## src/rtl/mmcm_drp_sequencer.sv

```systemverilog
// rtl/mmcm_drp_sequencer.sv - DRP read-modify-write sequencer that reprograms the MMCM CLKOUT1 divide
// Optional readback verification of both registers: define MMCM_DRP_VERIFY_EN.
module mmcm_drp_sequencer #(
    parameter int LOCK_TIMEOUT = 65535,
    parameter int DRP_TIMEOUT  = 63
) (
    input  logic        clk,
    input  logic        reset,
    input  logic        cfg_valid,
    input  logic [7:0]  cfg_div,
    output logic        cfg_ready,
    output logic        busy,
    output logic        done,
    output logic [1:0]  status,
    output logic        mmcm_rst,
    input  logic        mmcm_locked,
    output logic [6:0]  drp_daddr,
    output logic [15:0] drp_di,
    input  logic [15:0] drp_do,
    output logic        drp_den,
    output logic        drp_dwe,
    input  logic        drp_drdy
);
    localparam int TMAX = (LOCK_TIMEOUT > DRP_TIMEOUT) ? LOCK_TIMEOUT : DRP_TIMEOUT;
    localparam int TW   = $clog2(TMAX + 1);
    localparam logic [6:0] ADDR_REG1 = 7'h0A;
    localparam logic [6:0] ADDR_REG2 = 7'h0B;

    typedef enum logic [3:0] {
        S_IDLE, S_CHECK, S_RST_ON, S_RD1, S_WR1, S_RD2, S_WR2,
`ifdef MMCM_DRP_VERIFY_EN
        S_VRF1, S_VRF2,
`endif
        S_RST_OFF, S_WAIT_LOCK, S_FIN
    } state_t;

    state_t        state_q, state_d;
    logic [7:0]    div_q, div_d;
    logic [15:0]   rd1_q, rd1_d, rd2_q, rd2_d;
    logic [TW-1:0] timer_q, timer_d;
    logic          pending_q, pending_d;
    logic          done_q, done_d;
    logic [1:0]    status_q, status_d;
    logic          mmcm_rst_q, mmcm_rst_d;
    logic [6:0]    drp_daddr_q, drp_daddr_d;
    logic [15:0]   drp_di_q, drp_di_d;
    logic          drp_den_q, drp_den_d, drp_dwe_q, drp_dwe_d;
    logic          locked_meta_q, locked_meta_d, locked_sync_q, locked_sync_d;

    logic          acc_en, acc_wr, acc_ok, acc_to;
    logic [6:0]    acc_addr;
    logic [15:0]   acc_data;
    logic [5:0]    high6, low6;
    logic [15:0]   reg1_val, reg2_val;

    // 6-bit fields wrap naturally, so a divide of 128 encodes as 0/0 (the MMCM's 64 count).
    assign high6    = div_q[6:1];
    assign low6     = div_q[5:0] - div_q[6:1];
    assign reg1_val = (rd1_q & 16'hF000) | {4'b0, high6, low6};
    assign reg2_val = (rd2_q & 16'hFF3F) | {8'b0, div_q[0], (div_q == 8'd1), 6'b0};

    always_comb begin
        state_d       = state_q;
        div_d         = div_q;
        rd1_d         = rd1_q;
        rd2_d         = rd2_q;
        timer_d       = timer_q;
        pending_d     = pending_q;
        done_d        = 1'b0;
        status_d      = status_q;
        mmcm_rst_d    = mmcm_rst_q;
        drp_daddr_d   = drp_daddr_q;
        drp_di_d      = drp_di_q;
        drp_den_d     = 1'b0;
        drp_dwe_d     = 1'b0;
        locked_meta_d = mmcm_locked;
        locked_sync_d = locked_meta_q;
        acc_en        = 1'b0;
        acc_wr        = 1'b0;
        acc_addr      = ADDR_REG1;
        acc_data      = '0;
        acc_ok        = 1'b0;
        acc_to        = 1'b0;

        case (state_q)
            S_RD1: acc_en = 1'b1;
            S_WR1: begin acc_en = 1'b1; acc_wr = 1'b1; acc_data = reg1_val; end
            S_RD2: begin acc_en = 1'b1; acc_addr = ADDR_REG2; end
            S_WR2: begin acc_en = 1'b1; acc_wr = 1'b1; acc_addr = ADDR_REG2; acc_data = reg2_val; end
`ifdef MMCM_DRP_VERIFY_EN
            S_VRF1: acc_en = 1'b1;
            S_VRF2: begin acc_en = 1'b1; acc_addr = ADDR_REG2; end
`endif
            default: acc_en = 1'b0;
        endcase

        // One den per access; a drdy only counts while our own access is outstanding.
        if (acc_en) begin
            if (!pending_q) begin
                drp_den_d   = 1'b1;
                drp_dwe_d   = acc_wr;
                drp_daddr_d = acc_addr;
                drp_di_d    = acc_data;
                pending_d   = 1'b1;
                timer_d     = '0;
            end else if (drp_drdy) begin
                pending_d = 1'b0;
                acc_ok    = 1'b1;
            end else if (timer_q == TW'(DRP_TIMEOUT - 1)) begin
                pending_d = 1'b0;
                acc_to    = 1'b1;
            end else begin
                timer_d = timer_q + TW'(1);
            end
        end

        case (state_q)
            S_IDLE: if (cfg_valid) begin
                div_d   = cfg_div;
                state_d = S_CHECK;
            end
            S_CHECK: if (div_q == 8'd0 || div_q > 8'd128) begin
                status_d = 2'd1;
                state_d  = S_FIN;
            end else begin
                state_d = S_RST_ON;
            end
            S_RST_ON: begin
                mmcm_rst_d = 1'b1;
                state_d    = S_RD1;
            end
            S_RD1: if (acc_ok) begin rd1_d = drp_do; state_d = S_WR1; end
            S_WR1: if (acc_ok) state_d = S_RD2;
            S_RD2: if (acc_ok) begin rd2_d = drp_do; state_d = S_WR2; end
`ifdef MMCM_DRP_VERIFY_EN
            S_WR2: if (acc_ok) state_d = S_VRF1;
            S_VRF1: if (acc_ok) begin
                if (drp_do != reg1_val) begin
                    status_d = 2'd2; mmcm_rst_d = 1'b0; state_d = S_FIN;
                end else begin
                    state_d = S_VRF2;
                end
            end
            S_VRF2: if (acc_ok) begin
                if (drp_do != reg2_val) begin
                    status_d = 2'd2; mmcm_rst_d = 1'b0; state_d = S_FIN;
                end else begin
                    state_d = S_RST_OFF;
                end
            end
`else
            S_WR2: if (acc_ok) state_d = S_RST_OFF;
`endif
            S_RST_OFF: begin
                mmcm_rst_d = 1'b0;
                timer_d    = '0;
                state_d    = S_WAIT_LOCK;
            end
            S_WAIT_LOCK: if (locked_sync_q) begin
                status_d = 2'd0;
                state_d  = S_FIN;
            end else if (timer_q == TW'(LOCK_TIMEOUT - 1)) begin
                status_d = 2'd3;
                state_d  = S_FIN;
            end else begin
                timer_d = timer_q + TW'(1);
            end
            S_FIN: begin
                done_d  = 1'b1;
                state_d = S_IDLE;
            end
            default: state_d = S_IDLE;
        endcase

        if (acc_to) begin
            status_d   = 2'd3;
            mmcm_rst_d = 1'b0;
            state_d    = S_FIN;
        end
    end

    always_ff @(posedge clk) begin
        if (reset) begin
            state_q       <= S_IDLE;
            div_q         <= '0;
            rd1_q         <= '0;
            rd2_q         <= '0;
            timer_q       <= '0;
            pending_q     <= 1'b0;
            done_q        <= 1'b0;
            status_q      <= 2'd0;
            mmcm_rst_q    <= 1'b0;
            drp_daddr_q   <= '0;
            drp_di_q      <= '0;
            drp_den_q     <= 1'b0;
            drp_dwe_q     <= 1'b0;
            locked_meta_q <= 1'b0;
            locked_sync_q <= 1'b0;
        end else begin
            state_q       <= state_d;
            div_q         <= div_d;
            rd1_q         <= rd1_d;
            rd2_q         <= rd2_d;
            timer_q       <= timer_d;
            pending_q     <= pending_d;
            done_q        <= done_d;
            status_q      <= status_d;
            mmcm_rst_q    <= mmcm_rst_d;
            drp_daddr_q   <= drp_daddr_d;
            drp_di_q      <= drp_di_d;
            drp_den_q     <= drp_den_d;
            drp_dwe_q     <= drp_dwe_d;
            locked_meta_q <= locked_meta_d;
            locked_sync_q <= locked_sync_d;
        end
    end

    assign cfg_ready = (state_q == S_IDLE);
    assign busy      = (state_q != S_IDLE);
    assign done      = done_q;
    assign status    = status_q;
    assign mmcm_rst  = mmcm_rst_q;
    assign drp_daddr = drp_daddr_q;
    assign drp_di    = drp_di_q;
    assign drp_den   = drp_den_q;
    assign drp_dwe   = drp_dwe_q;
endmodule

```

## config.mk

```make
export PLATFORM = sky130hd
export DESIGN_NAME = mmcm_drp_sequencer
export DESIGN_NICKNAME = d
export VERILOG_FILES = /design/src/rtl/mmcm_drp_sequencer.sv
export SDC_FILE = /design/constraint.sdc
export NUM_CORES = 1
export LEC_CHECK = 0
export CAP_MARGIN = 20
export CORE_ASPECT_RATIO = 0.75
export CORE_MARGIN = 10
export CORE_UTILIZATION = 60
export CTS_BUF_LIST = sky130_fd_sc_hd__clkbuf_4
export DETAILED_ROUTE_END_ITERATION = 8
export PLACE_DENSITY = 0.9
export SLEW_MARGIN = 20
export SYNTH_ARGS = -nofsm -noshare
export SYNTH_HDL_FRONTEND = slang
export SYNTH_SLANG_ARGS = --single-unit
```

## constraint.sdc

```tcl
create_clock -name clk -period 3.88 [get_ports clk]
set_clock_uncertainty 0.05 [all_clocks]
set_input_delay 0.582 -clock clk [delete_from_list [all_inputs] [get_ports clk]]
set_output_delay 0.582 -clock clk [all_outputs]
set_load 0.01 [all_outputs]
```

==> results of run 1 <==
==> area by class of cell <==
class / count / area (um2)
Tap cell: 78 / 97.6
Timing Repair Buffer: 58 / 563
Multi-Input combinational cell: 337 / 2110
Sequential cell: 73 / 1460
Clock buffer: 10 / 75.1
Clock inverter: 5 / 81.3
Fill cell: 434 / 1490
Inverter: 17 / 63.8
==> Yosys cell counts (2+ instances only) <==
| cell type | instances | share of area |
|---|---|---|
| o21ai_0 | 10 | 0.013 |
| o211ai_1 | 4 | 0.0080 |
| a22oi_1 | 5 | 0.010 |
| or4_1 | 2 | 0.0040 |
| a2111oi_0 | 3 | 0.0070 |
| nand3_1 | 18 | 0.024 |
| xnor2_1 | 8 | 0.019 |
| nor2_1 | 61 | 0.061 |
| xor2_1 | 3 | 0.0070 |
| or3_1 | 3 | 0.0050 |
| o31a_1 | 3 | 0.0070 |
| ha_1 | 11 | 0.037 |
| nand4_1 | 2 | 0.0033 |
| dfxtp_1 | 73 | 0.39 |
| o2111ai_1 | 2 | 0.0047 |
| a21oi_1 | 41 | 0.055 |
| o21bai_1 | 2 | 0.0040 |
| buf_4 | 5 | 0.010 |
| o311ai_0 | 4 | 0.0093 |
| nor3_1 | 24 | 0.032 |
| buf_2 | 3 | 0.0040 |
| nand2b_1 | 4 | 0.0067 |
| a21o_1 | 2 | 0.0040 |
| a221oi_1 | 2 | 0.0047 |
| clkbuf_1 | 18 | 0.018 |
| mux2i_1 | 30 | 0.080 |
| and2_1 | 2 | 0.0033 |
| nor4b_1 | 2 | 0.0047 |
| and3_1 | 6 | 0.010 |
| nor4_1 | 4 | 0.0067 |
| a211oi_1 | 4 | 0.0080 |
| inv_1 | 16 | 0.016 |
| or2_2 | 3 | 0.0050 |
| nor2b_1 | 5 | 0.0083 |
| o31ai_1 | 2 | 0.0040 |
| a31oi_1 | 2 | 0.0033 |
| a41oi_1 | 2 | 0.0047 |
| nand2_1 | 31 | 0.031 |
| o21a_1 | 2 | 0.0040 |
==> flip-flops by register name, summed over array words and instances, names as in the netlist <==
name	flops
div_q	8
done	1
drp_daddr	2
drp_den	1
drp_di	16
drp_dwe	1
locked_meta_q	1
locked_sync_q	1
mmcm_rst	1
pending_q	1
rd1_q	4
rd2_q	14
state_q	4
status	2
timer_q	16
==> per-stage QoR <==
stage          area, um2  power, W  instances  hold WS (ns)  setup WS, ns
3_5_place_dp        4300   0.00167        563         0.383          1.34
6_report            4450   0.00222        578         0.407         0.973
2_1_floorplan       3760   0.00143        454         0.364          1.76
5_1_grt             4450   0.00233        578         0.421         0.889
4_1_cts             4450   0.00221        578         0.410         0.981
3_3_place_gp        4300   0.00164        563         0.367          1.41
==> power groups by stage <==
stage / Combinational [W] / Sequential [W] / Clock (W)
2_1_floorplan: 0.000564 / 0.000868 / 0
3_3_place_gp: 0.000740 / 0.000901 / 0
3_5_place_dp: 0.000765 / 0.000904 / 0
4_1_cts: 0.000779 / 0.000888 / 0.000539
5_1_grt: 0.000861 / 0.000899 / 0.000571
6_report: 0.000789 / 0.000892 / 0.000535
==> worst max-delay path by stage <==
stage                             from                     end  slack, ns  cells past startpoint
3_3_place_gp                  drp_drdy   timer_q[9]$_SDFF_PP0_       1.41                      6
5_1_grt        state_q[2]$_SDFFE_PP0P_               cfg_ready       0.89                      3
4_1_cts        state_q[3]$_SDFFE_PP0P_               cfg_ready       0.98                      3
3_5_place_dp                  drp_drdy   timer_q[9]$_SDFF_PP0_       1.34                      6
2_1_floorplan    timer_q[0]$_SDFF_PP0_  timer_q[15]$_SDFF_PP0_       1.76                      9
6_report       state_q[3]$_SDFFE_PP0P_               cfg_ready       0.97                      3
==> worst max-delay path: cells and delay by family (launching register included) <==
| kind | cells | cell delay (ns) |
|---|---|---|
| and+or+nand+nor | 1 | 0.66 |
| buffers and inverters | 2 | 0.73 |
| DFF | 1 | 0.47 |
==> routing by layer <==
metal  vias to the layer above  global-route usage
met4                         0              0.0582
met3                        16              0.0615
met2                       189               0.301
li1                       1697                   -
met5                         -                   0
met1                      1644               0.268
==> logic make-up after synthesis <==
kind of cell               after synthesis
muxes                                   30
xor gates and xnor gates                11
DFF                                     73
adders and majority gates               12
and+or+nand+nor                        177
other                                    1
AOI/OAI and AO/OA                      103
buffers and inverters                   44
==> qor.txt, run 1 <==
outcome: complete, no violations
Starting Density: 0.630
gr ovfl total: 0
CP startpoint kind: flip-flop
syn_area_per_cell: 8.31 um2
Clk network pwr share: 0.241
routability congestion estimate: 0.945
power density over the cells: 498 nW/um2
TritonRoute pass-1 iters: 5
diode count: 0
synth unique cells: 66
Final Slew Violations: 0
Post-DRT Antenna Nets: 0
final hold viol count: 0
Worst slew margin: 0.282
commonest non-fill, non-tap cell in the layout: dfxtp_1
hold endpoint: locked_sync_q$_SDFF_PP0_
fraction of layout cells with a size suffix above 1: 0.0660
Compound-Gate Fraction of Synth Area: 0.180
shortest period the worst path allows: 2.91 ns
worst r2r src: state_q[1]$_SDFFE_PP0P_
Net Sw Power: 0.000814 W
clk_lat worst skew: 0.42 ns
Post-synth EDFFs: 0
Post-layout nets: 537
die width: 111 um
post-synthesis mux area share: 0.0801
Worst Tran Pin Value: 1.08 ns
CTS tree: done
worst reg2reg setup slack: 1.26 ns
TritonCTS buffer count: 9
slowest stage delay, CP: 0.66 ns
Gate power share: 0.356
xor/xnor share of the synthesized area: 0.0257
commonest non-fill, non-tap cells in the layout: dfxtp_1 (73), nor2_1 (61), clkdlybuf4s50_1 (52)
Worst VDD drop: 0.269 mV
DRC: 0
largest family of logic cells by synthesized area: simple AND/OR/NAND/NOR gates
RSZ-0062 raised after global routing: no
top sig layer: met4
simple-gate share of the synthesized area: 0.229
Die Height: 88.4 um
Final Setup Violations: 0
Top Ports: 60
Core Util, Final: 0.749
WS Path Type: reg -> out
Vias: 3,546
first-pass GRT wire length: 16,100 um
largest net degree at the start of global routing: 63
Post-CTS Resized: 0
hpwl dp: 7260 um
asr flop ratio synth: 0
Worst Setup End Kind: primary output
initial antenna violation count: 0
maximum clock frequency: 0.344 GHz
cts-stage hold buffer count: 0
row count: 24
Leak Pwr: 1.57 nW
CP cell instances: or4_1 > inv_2 > clkdlybuf4s50_1
WL met3: 1050 um
CP Max Fanout: 16
Clock H-tree levels: 3
final wirelength: 10,000 um
Internal Power: 0.00140 W
vias in the first global route: 3,297
worst hold stages: 1
Sw Ratio: 0.367
Reg clk slew, reported paths: 0.11 ns
Yosys reg bits: 73
drt via density: 6.13
CP Data Required Time: 3.25 ns
Global Route Usage Sum: 0.199
FF-to-FF path depth: 7
post-synthesis adder-cell area fraction: 0.0421
cells after synthesis: 451
Core ar.: 5950 um2
WL met1: 4580 um
DR WL/cell: 17.4 um
max-capacitance violation count: 0
hold_sp: locked_meta_q$_SDFF_PP0_
clk sinks: 73
FF-to-FF End: timer_q[9]$_SDFF_PP0_
synth warn: 0
post-CTS setup buffer count: 0
sequential power share: 0.403
post-synthesis sequential area ratio: 0.390
Top FF cell, synth: dfxtp_1
PortBufs: 53
Worst EP arrival: 2.27 ns
Initial DRC Count: 272
fin crit share: 0.749
Layout area overhead: 18.8%
Root Driver: clkbuf_4
Die ar.: 9840 um2
final setup TNS: 0 ns
Max clock buf depth: 2
slowest CP cell: or4_1
Worst Hold Class: reg -> reg
metal2 WL: 4270 um
Post-Syn Area: 3750 um2
No activity file was read; power rests on OpenSTA's default activity.
==> run 2: changes to the inputs <==
--- a/config.mk
+++ b/config.mk
@@ -8,10 +8,10 @@
 export CAP_MARGIN = 20
 export CORE_ASPECT_RATIO = 0.75
 export CORE_MARGIN = 10
-export CORE_UTILIZATION = 60
+export CORE_UTILIZATION = 50
 export CTS_BUF_LIST = sky130_fd_sc_hd__clkbuf_4
 export DETAILED_ROUTE_END_ITERATION = 8
-export PLACE_DENSITY = 0.9
+export PLACE_DENSITY = 0.8
 export SLEW_MARGIN = 20
 export SYNTH_ARGS = -nofsm -noshare
 export SYNTH_HDL_FRONTEND = slang
==> constraint.sdc (replaced) <==
create_clock -name clk -period 2.6 [get_ports clk]
set_clock_uncertainty 0.05 [all_clocks]
set_input_delay 0.39 -clock clk [delete_from_list [all_inputs] [get_ports clk]]
set_output_delay 0.39 -clock clk [all_outputs]
set_load 0.01 [all_outputs]
==> run 2 against run 1 <==
  * Via count down 1.6%
  * Register-to-register slack got worse by 1.1 ns
  * Critical path depth did not move
  * Sequential share of layout area decreased by 0.61 points
  * Core utilization decreased by 13 points
  * Clock power is 36% higher
==> qor.txt, run 2 (synthesized netlist as in run 1, its figures left out) <==
first-pass GRT wire length: 15,800 um (-2.1%)
drt via density: 5.73 (-6.6%)
Clk network pwr share: 0.222 (-0.019)
commonest non-fill, non-tap cell in the layout: dfxtp_1
commonest non-fill, non-tap cells in the layout: dfxtp_1 (72), nor2_1 (61), clkdlybuf4s50_1 (51)
clk sinks: 73 (unchanged)
Sw Ratio: 0.377 (+0.00988)
routability congestion estimate: 0.921 (-2.6%)
fin crit share: 0.935
Core ar.: 7330 um2 (+23%)
max-capacitance violation count: 0 (unchanged)
TritonCTS buffer count: 9 (unchanged)
sequential power share: 0.398 (-0.005)
Core Util, Final: 0.620 (-0.129)
Starting Density: 0.511 (-0.119)
Worst slew margin: 0.588 (+0.307)
Worst Hold Class: in -> reg
Reg clk slew, reported paths: 0.13 ns (+0.02 ns)
Top Ports: 60 (unchanged)
DRC: 0 (unchanged)
Vias: 3,489 (-1.6%)
PortBufs: 53 (unchanged)
hold_ws: 0.306 ns (-0.101 ns)
final hold viol count: 0 (unchanged)
final instance area: 4540 um2 (+2.0%)
Worst Setup End Kind: primary output
fraction of layout cells with a size suffix above 1: 0.0846 (+0.0186)
vias in the first global route: 3,229 (-2.1%)
Worst Tran Pin Value: 0.618 ns (-0.460 ns)
Layout Cells excl Fill: 609 (+5.4%)
largest net degree at the start of global routing: 62 (-1.6%)
CP Data Required Time: 2.16 ns (-1.09 ns)
TritonRoute pass-1 iters: 5 (unchanged)
outcome: complete, no violations
Worst VDD drop: 0.309 mV (+15%)
final setup TNS: 0 ns (unchanged)
clk_lat worst skew: 0.42 ns (about the same)
RSZ-0062 raised after global routing: no
Final Setup Violations: 0 (unchanged)
Die ar.: 11,400 um2 (+16%)
row count: 27 (+13%)
post-CTS setup buffer count: 0 (unchanged)
Layout area overhead: 21.2%
final wirelength: 9780 um (-2.6%)
DR WL/cell: 16.1 um (-7.5%)
CTS tree: done
WS Path Type: reg -> out
Max clock buf depth: 2 (unchanged)
hpwl dp: 7330 um (+1.0%)
Root Driver: clkbuf_4
instance area after placement: 4390 um2 (+2.2%)
Post-layout nets: 544 (+1.3%)
Net Sw Power: 0.00124 W (+52%)
diode count: 0 (unchanged)
initial antenna violation count: 0 (unchanged)
Post-DRT Antenna Nets: 0 (unchanged)
Final Slew Violations: 0 (unchanged)
Internal Power: 0.00205 W (+46%)
power density over the cells: 724 nW/um2 (+45%)
shortest period the worst path allows: 2.43 ns
Die Height: 95.0 um (+7.4%)
gr ovfl total: 0 (unchanged)
Global Route Usage Sum: 0.169 (-0.0303)
dpl cells: 593 (+5.3%)
worst reg2reg setup slack: 0.19 ns (-1.07 ns)
Leak Pwr: 1.61 nW (+2.7%)
die width: 120 um (+7.8%)
maximum clock frequency: 0.411 GHz
Clock H-tree levels: 3 (unchanged)
CP startpoint kind: flip-flop
Worst EP arrival: 1.99 ns (-0.28 ns)
Gate power share: 0.380 (+0.024)
Initial DRC Count: 306 (+13%)
CP Max Fanout: 8 (-8)
-- run 2: critical path, stage by stage (launching register included) --
cell and delay [ns]:
dfxtp_2 0.38, buf_4 0.17, or4_4 0.54, clkdlybuf4s50_1 0.50
-- run 2: what timing repair did --
item / in CTS / in global routing
hold buffers: 0 / 0
setup endpoints to repair: 1 / 1
endpoints found under the hold margin: 0 / 0
pin swaps: 0 / 0
resized for setup: 2 / 1
-- run 2: final timing paths --
path | startpoint | end | depth (start not counted)
setup / recovery | state_q[2]$_SDFFE_PP0P_ | busy | 3
hold / removal | reset | timer_q[6]$_SDFF_PP0_ | 3
setup reg to reg | state_q[0]$_SDFFE_PP0P_ | timer_q[15]$_SDFF_PP0_ | 6
hold reg to reg | drp_di[5]$_SDFFE_PP0P_ | drp_di[5]$_SDFFE_PP0P_ | 2
-- run 2: layout make-up --
type	instances	area (um2)
clock buffers	9	67.6
well taps	101	126
multi-input cells	337	2110
inverters	17	63.8
clock inverters	7	76.3
flip-flops and latches	73	1460
fillers	645	2790
repair buffers	65	631
-- run 2: layer usage --
| layer | vias up | track usage | wire length [um] |
|---|---|---|---|
| li1 | 1716 | - | - |
| met1 | 1637 | 0.231 | 4650 |
| met2 | 122 | 0.248 | 4160 |
| met3 | 14 | 0.0536 | 848 |
| met4 | 0 | 0.0531 | 125 |
| met5 | - | 0 | 0 |
-- run 2: per-stage QoR --
stage / setup slack [ns] / power, W
floorplan: 0.475 / 0.00214
global placement: 0.343 / 0.00252
detailed placement: 0.247 / 0.00255
CTS: 0.0348 / 0.00329
global route: 0.0128 / 0.00348
finish: 0.169 / 0.00329
-- run 2: power by group through the flow --
stage,combinational (W),clock [W],sequential (W)
detailed placement,0.00122,0,0.00133
global placement,0.00120,0,0.00132
finish,0.00125,0.000730,0.00131
global route,0.00136,0.000789,0.00132
floorplan,0.000842,0,0.00130
CTS,0.00124,0.000747,0.00130
==> run 3: changes to the inputs <==
--- a/config.mk
+++ b/config.mk
@@ -6,13 +6,16 @@
 export NUM_CORES = 1
 export LEC_CHECK = 0
 export CAP_MARGIN = 20
+export CELL_PAD_IN_SITES_DETAIL_PLACEMENT = 1
+export CELL_PAD_IN_SITES_GLOBAL_PLACEMENT = 1
 export CORE_ASPECT_RATIO = 0.75
 export CORE_MARGIN = 10
-export CORE_UTILIZATION = 50
+export CORE_UTILIZATION = 37
 export CTS_BUF_LIST = sky130_fd_sc_hd__clkbuf_4
 export DETAILED_ROUTE_END_ITERATION = 8
+export GPL_TIMING_DRIVEN = 0
 export PLACE_DENSITY = 0.8
-export SLEW_MARGIN = 20
+export SLEW_MARGIN = 0
 export SYNTH_ARGS = -nofsm -noshare
 export SYNTH_HDL_FRONTEND = slang
 export SYNTH_SLANG_ARGS = --single-unit
==> run 3 against run 2 <==
  * Sequential power is essentially flat
  * Wire length up 21%
  * Clock power rose by 4.5%
  * Combinational power hardly changed
  * Highest routed layer unchanged
==> qor.txt, run 3 (synthesized netlist as in run 1, its figures left out) <==
maximum clock frequency: 0.411 GHz (about the same)
Worst Setup End Kind: primary output
GR Layer Usage met3: 0.0434 (-0.0103)
worst r2r src: timer_q[0]$_SDFF_PP0_
Starting Density: 0.383 (-0.128)
clk_lat worst skew: 0.44 ns (+0.02 ns)
largest net degree at the start of global routing: 15 (-76%)
Clock H-tree levels: 3 (unchanged)
clk sinks: 73 (unchanged)
worst hold stages: 2 (-1)
multi-input logic area: 2130 um2 (+0.89%)
first-pass GRT wire length: 19,200 um (+22%)
outcome: complete, no violations
Worst VDD drop: 0.580 mV (+88%)
Gate power share: 0.382 (+0.002)
drt via density: 5.45 (-4.9%)
post-CTS setup buffer count: 0 (unchanged)
Top Ports: 60 (unchanged)
final hold viol count: 0 (unchanged)
sequential power share: 0.391 (-0.007)
Core Util, Final: 0.472 (-0.148)
Final Setup Violations: 0 (unchanged)
Die Height: 107 um (+13%)
routing usage on met2: 0.247 (-0.000831)
Internal Power: 0.00203 W (-1.0%)
PortBufs: 51 (-3.8%)
commonest non-fill, non-tap cells in the layout: dfxtp_1 (72), nor2_1 (61), clkdlybuf4s50_1 (49)
CTS tree: done
diode count: 0 (unchanged)
Worst Hold Class: in -> reg
CP Data Required Time: 2.16 ns (about the same)
gr ovfl total: 0 (unchanged)
routability congestion estimate: 0.897 (-2.6%)
FF-to-FF path depth: 9 (+3)
CP Max Fanout: 10 (+2)
Total Power: 0.00336 W (+2.3%)
Register Area: 1460 um2 (unchanged)
WS Path Type: reg -> out
Core ar.: 9770 um2 (+33%)
TritonCTS buffer count: 9 (unchanged)
fin crit share: 0.935 (about the same)
filler instances: 1,207 (+87%)
max-capacitance violation count: 0 (unchanged)
Die ar.: 14,600 um2 (+28%)
fraction of layout cells with a size suffix above 1: 0.0827 (-0.00195)
Worst EP arrival: 1.99 ns (about the same)
Max clock buf depth: 2 (unchanged)
Initial DRC Count: 161 (-47%)
DRC: 0 (unchanged)
met1 Use GR: 0.224 (-0.00701)
hold endpoint: timer_q[1]$_SDFF_PP0_
Layout area overhead: 23.1%
Final Slew Violations: 0 (unchanged)
shortest period the worst path allows: 2.43 ns (+0.000792 ns)
Global Route Usage Sum: 0.162 (-0.00654)
FF-to-FF End: timer_q[15]$_SDFF_PP0_
Reg clk slew, reported paths: 0.14 ns (about the same)
Leak Pwr: 1.61 nW (about the same)
Clk network pwr share: 0.227 (+0.005)
CP startpoint kind: flip-flop
Vias: 3,551 (+1.8%)
worst reg2reg setup slack: 0.18 ns (about the same)
row count: 31 (+15%)
initial antenna violation count: 0 (unchanged)
Worst slew margin: 0.407 (-0.181)
Sw Ratio: 0.397 (+0.0199)
vias in the first global route: 3,654 (+13%)
hpwl dp: 9250 um (+26%)
power density over the cells: 729 nW/um2 (+0.70%)
final wirelength: 11,800 um (+21%)
Post-layout nets: 556 (+2.2%)
die width: 136 um (+14%)
Root Driver: clkbuf_4
hold_sp: reset
GRT Max-Usage Layer: met2
Worst Tran Pin Value: 0.883 ns (+0.265 ns)
commonest non-fill, non-tap cell in the layout: dfxtp_1
Net Sw Power: 0.00133 W (+7.7%)
TritonRoute pass-1 iters: 4 (-1)
Post-DRT Antenna Nets: 0 (unchanged)
DR WL/cell: 18.2 um (+13%)
==> run 3: changes by cell type in the layout (fill, tap and decap cells not counted), moves of 2 or more <==
| cell | previous run | this run |
|---|---|---|
| a2111oi_1 | 0 | 2 |
| a2111oi_0 | 3 | 1 |
| buf_4 | 11 | 5 |
| clkbuf_1 | 0 | 16 |
| clkdlybuf4s50_1 | 51 | 49 |
| buf_2 | 1 | 3 |
==> run 3: timing repair <==
action / CTS / global route
endpoints found under the hold margin: 0 / 0
resized for setup: 4 / 9
endpoints found under the setup margin: 12 / 22
hold buffers: 0 / 0
==> run 3: worst max-delay path: stages (launching register included) <==
cell and delay [ns]:
dfxtp_1 0.37, buf_2 0.20, or4_4 0.58, inv_4 0.12, dlygate4sd2_1 0.28
==> run 3: final cells by class <==
type / instances / share of cell area
Buffer: 26 / 0.0279
Clock buffer: 9 / 0.0146
Clock inverter: 7 / 0.0168
Inverter: 17 / 0.0144
Multi-Input combinational cell: 337 / 0.462
Sequential cell: 73 / 0.317
Tap cell: 132 / 0.0358
Timing Repair Buffer: 51 / 0.111
==> run 3: power groups by stage <==
stage	sequential (W)	combinational, W	clock (W)
after floorplan	0.00130	0.000842	0
after global placement	0.00131	0.00122	0
after detailed placement	0.00132	0.00128	0
after CTS	0.00131	0.00128	0.000782
after global routing	0.00133	0.00142	0.000826
final	0.00132	0.00128	0.000763
==> run 3: layer usage <==
metal  part of all wire  up-vias
met1               0.48     1716
met5                  0        -
li1                   -     1738
met2               0.44       87
met3              0.070       10
met4             0.0094        0
==> run 3: how the worst max path moves through the flow <==
stage | startpoint | endpoint | slack, ns
floorplan | timer_q[0]$_SDFF_PP0_ | timer_q[15]$_SDFF_PP0_ | 0.48
global placement | drp_drdy | rd2_q[4]$_SDFFE_PP0P_ | -0.17
detailed placement | drp_drdy | rd2_q[8]$_SDFFE_PP0P_ | -0.17
CTS | state_q[1]$_SDFFE_PP0P_ | rd2_q[4]$_SDFFE_PP0P_ | 0.03
global route | timer_q[0]$_SDFF_PP0_ | timer_q[9]$_SDFF_PP0_ | -0.03
finish | state_q[2]$_SDFFE_PP0P_ | cfg_ready | 0.17
==> run 3: stage by stage <==
| stage | hold slack (ns) | cell area, um2 | setup TNS (ns) | setup WS [ns] | instances |
|---|---|---|---|---|---|
| 2_1_floorplan | 0.364 | 3760 | 0 | 0.475 | 454 |
| 3_3_place_gp | 0.370 | 4430 | -1.66 | -0.174 | 637 |
| 3_5_place_dp | 0.382 | 4430 | -1.55 | -0.168 | 637 |
| 4_1_cts | 0.324 | 4580 | 0 | 0.0312 | 652 |
| 5_1_grt | 0.341 | 4610 | -0.0339 | -0.0339 | 652 |
| 6_report | 0.312 | 4610 | 0 | 0.169 | 652 |
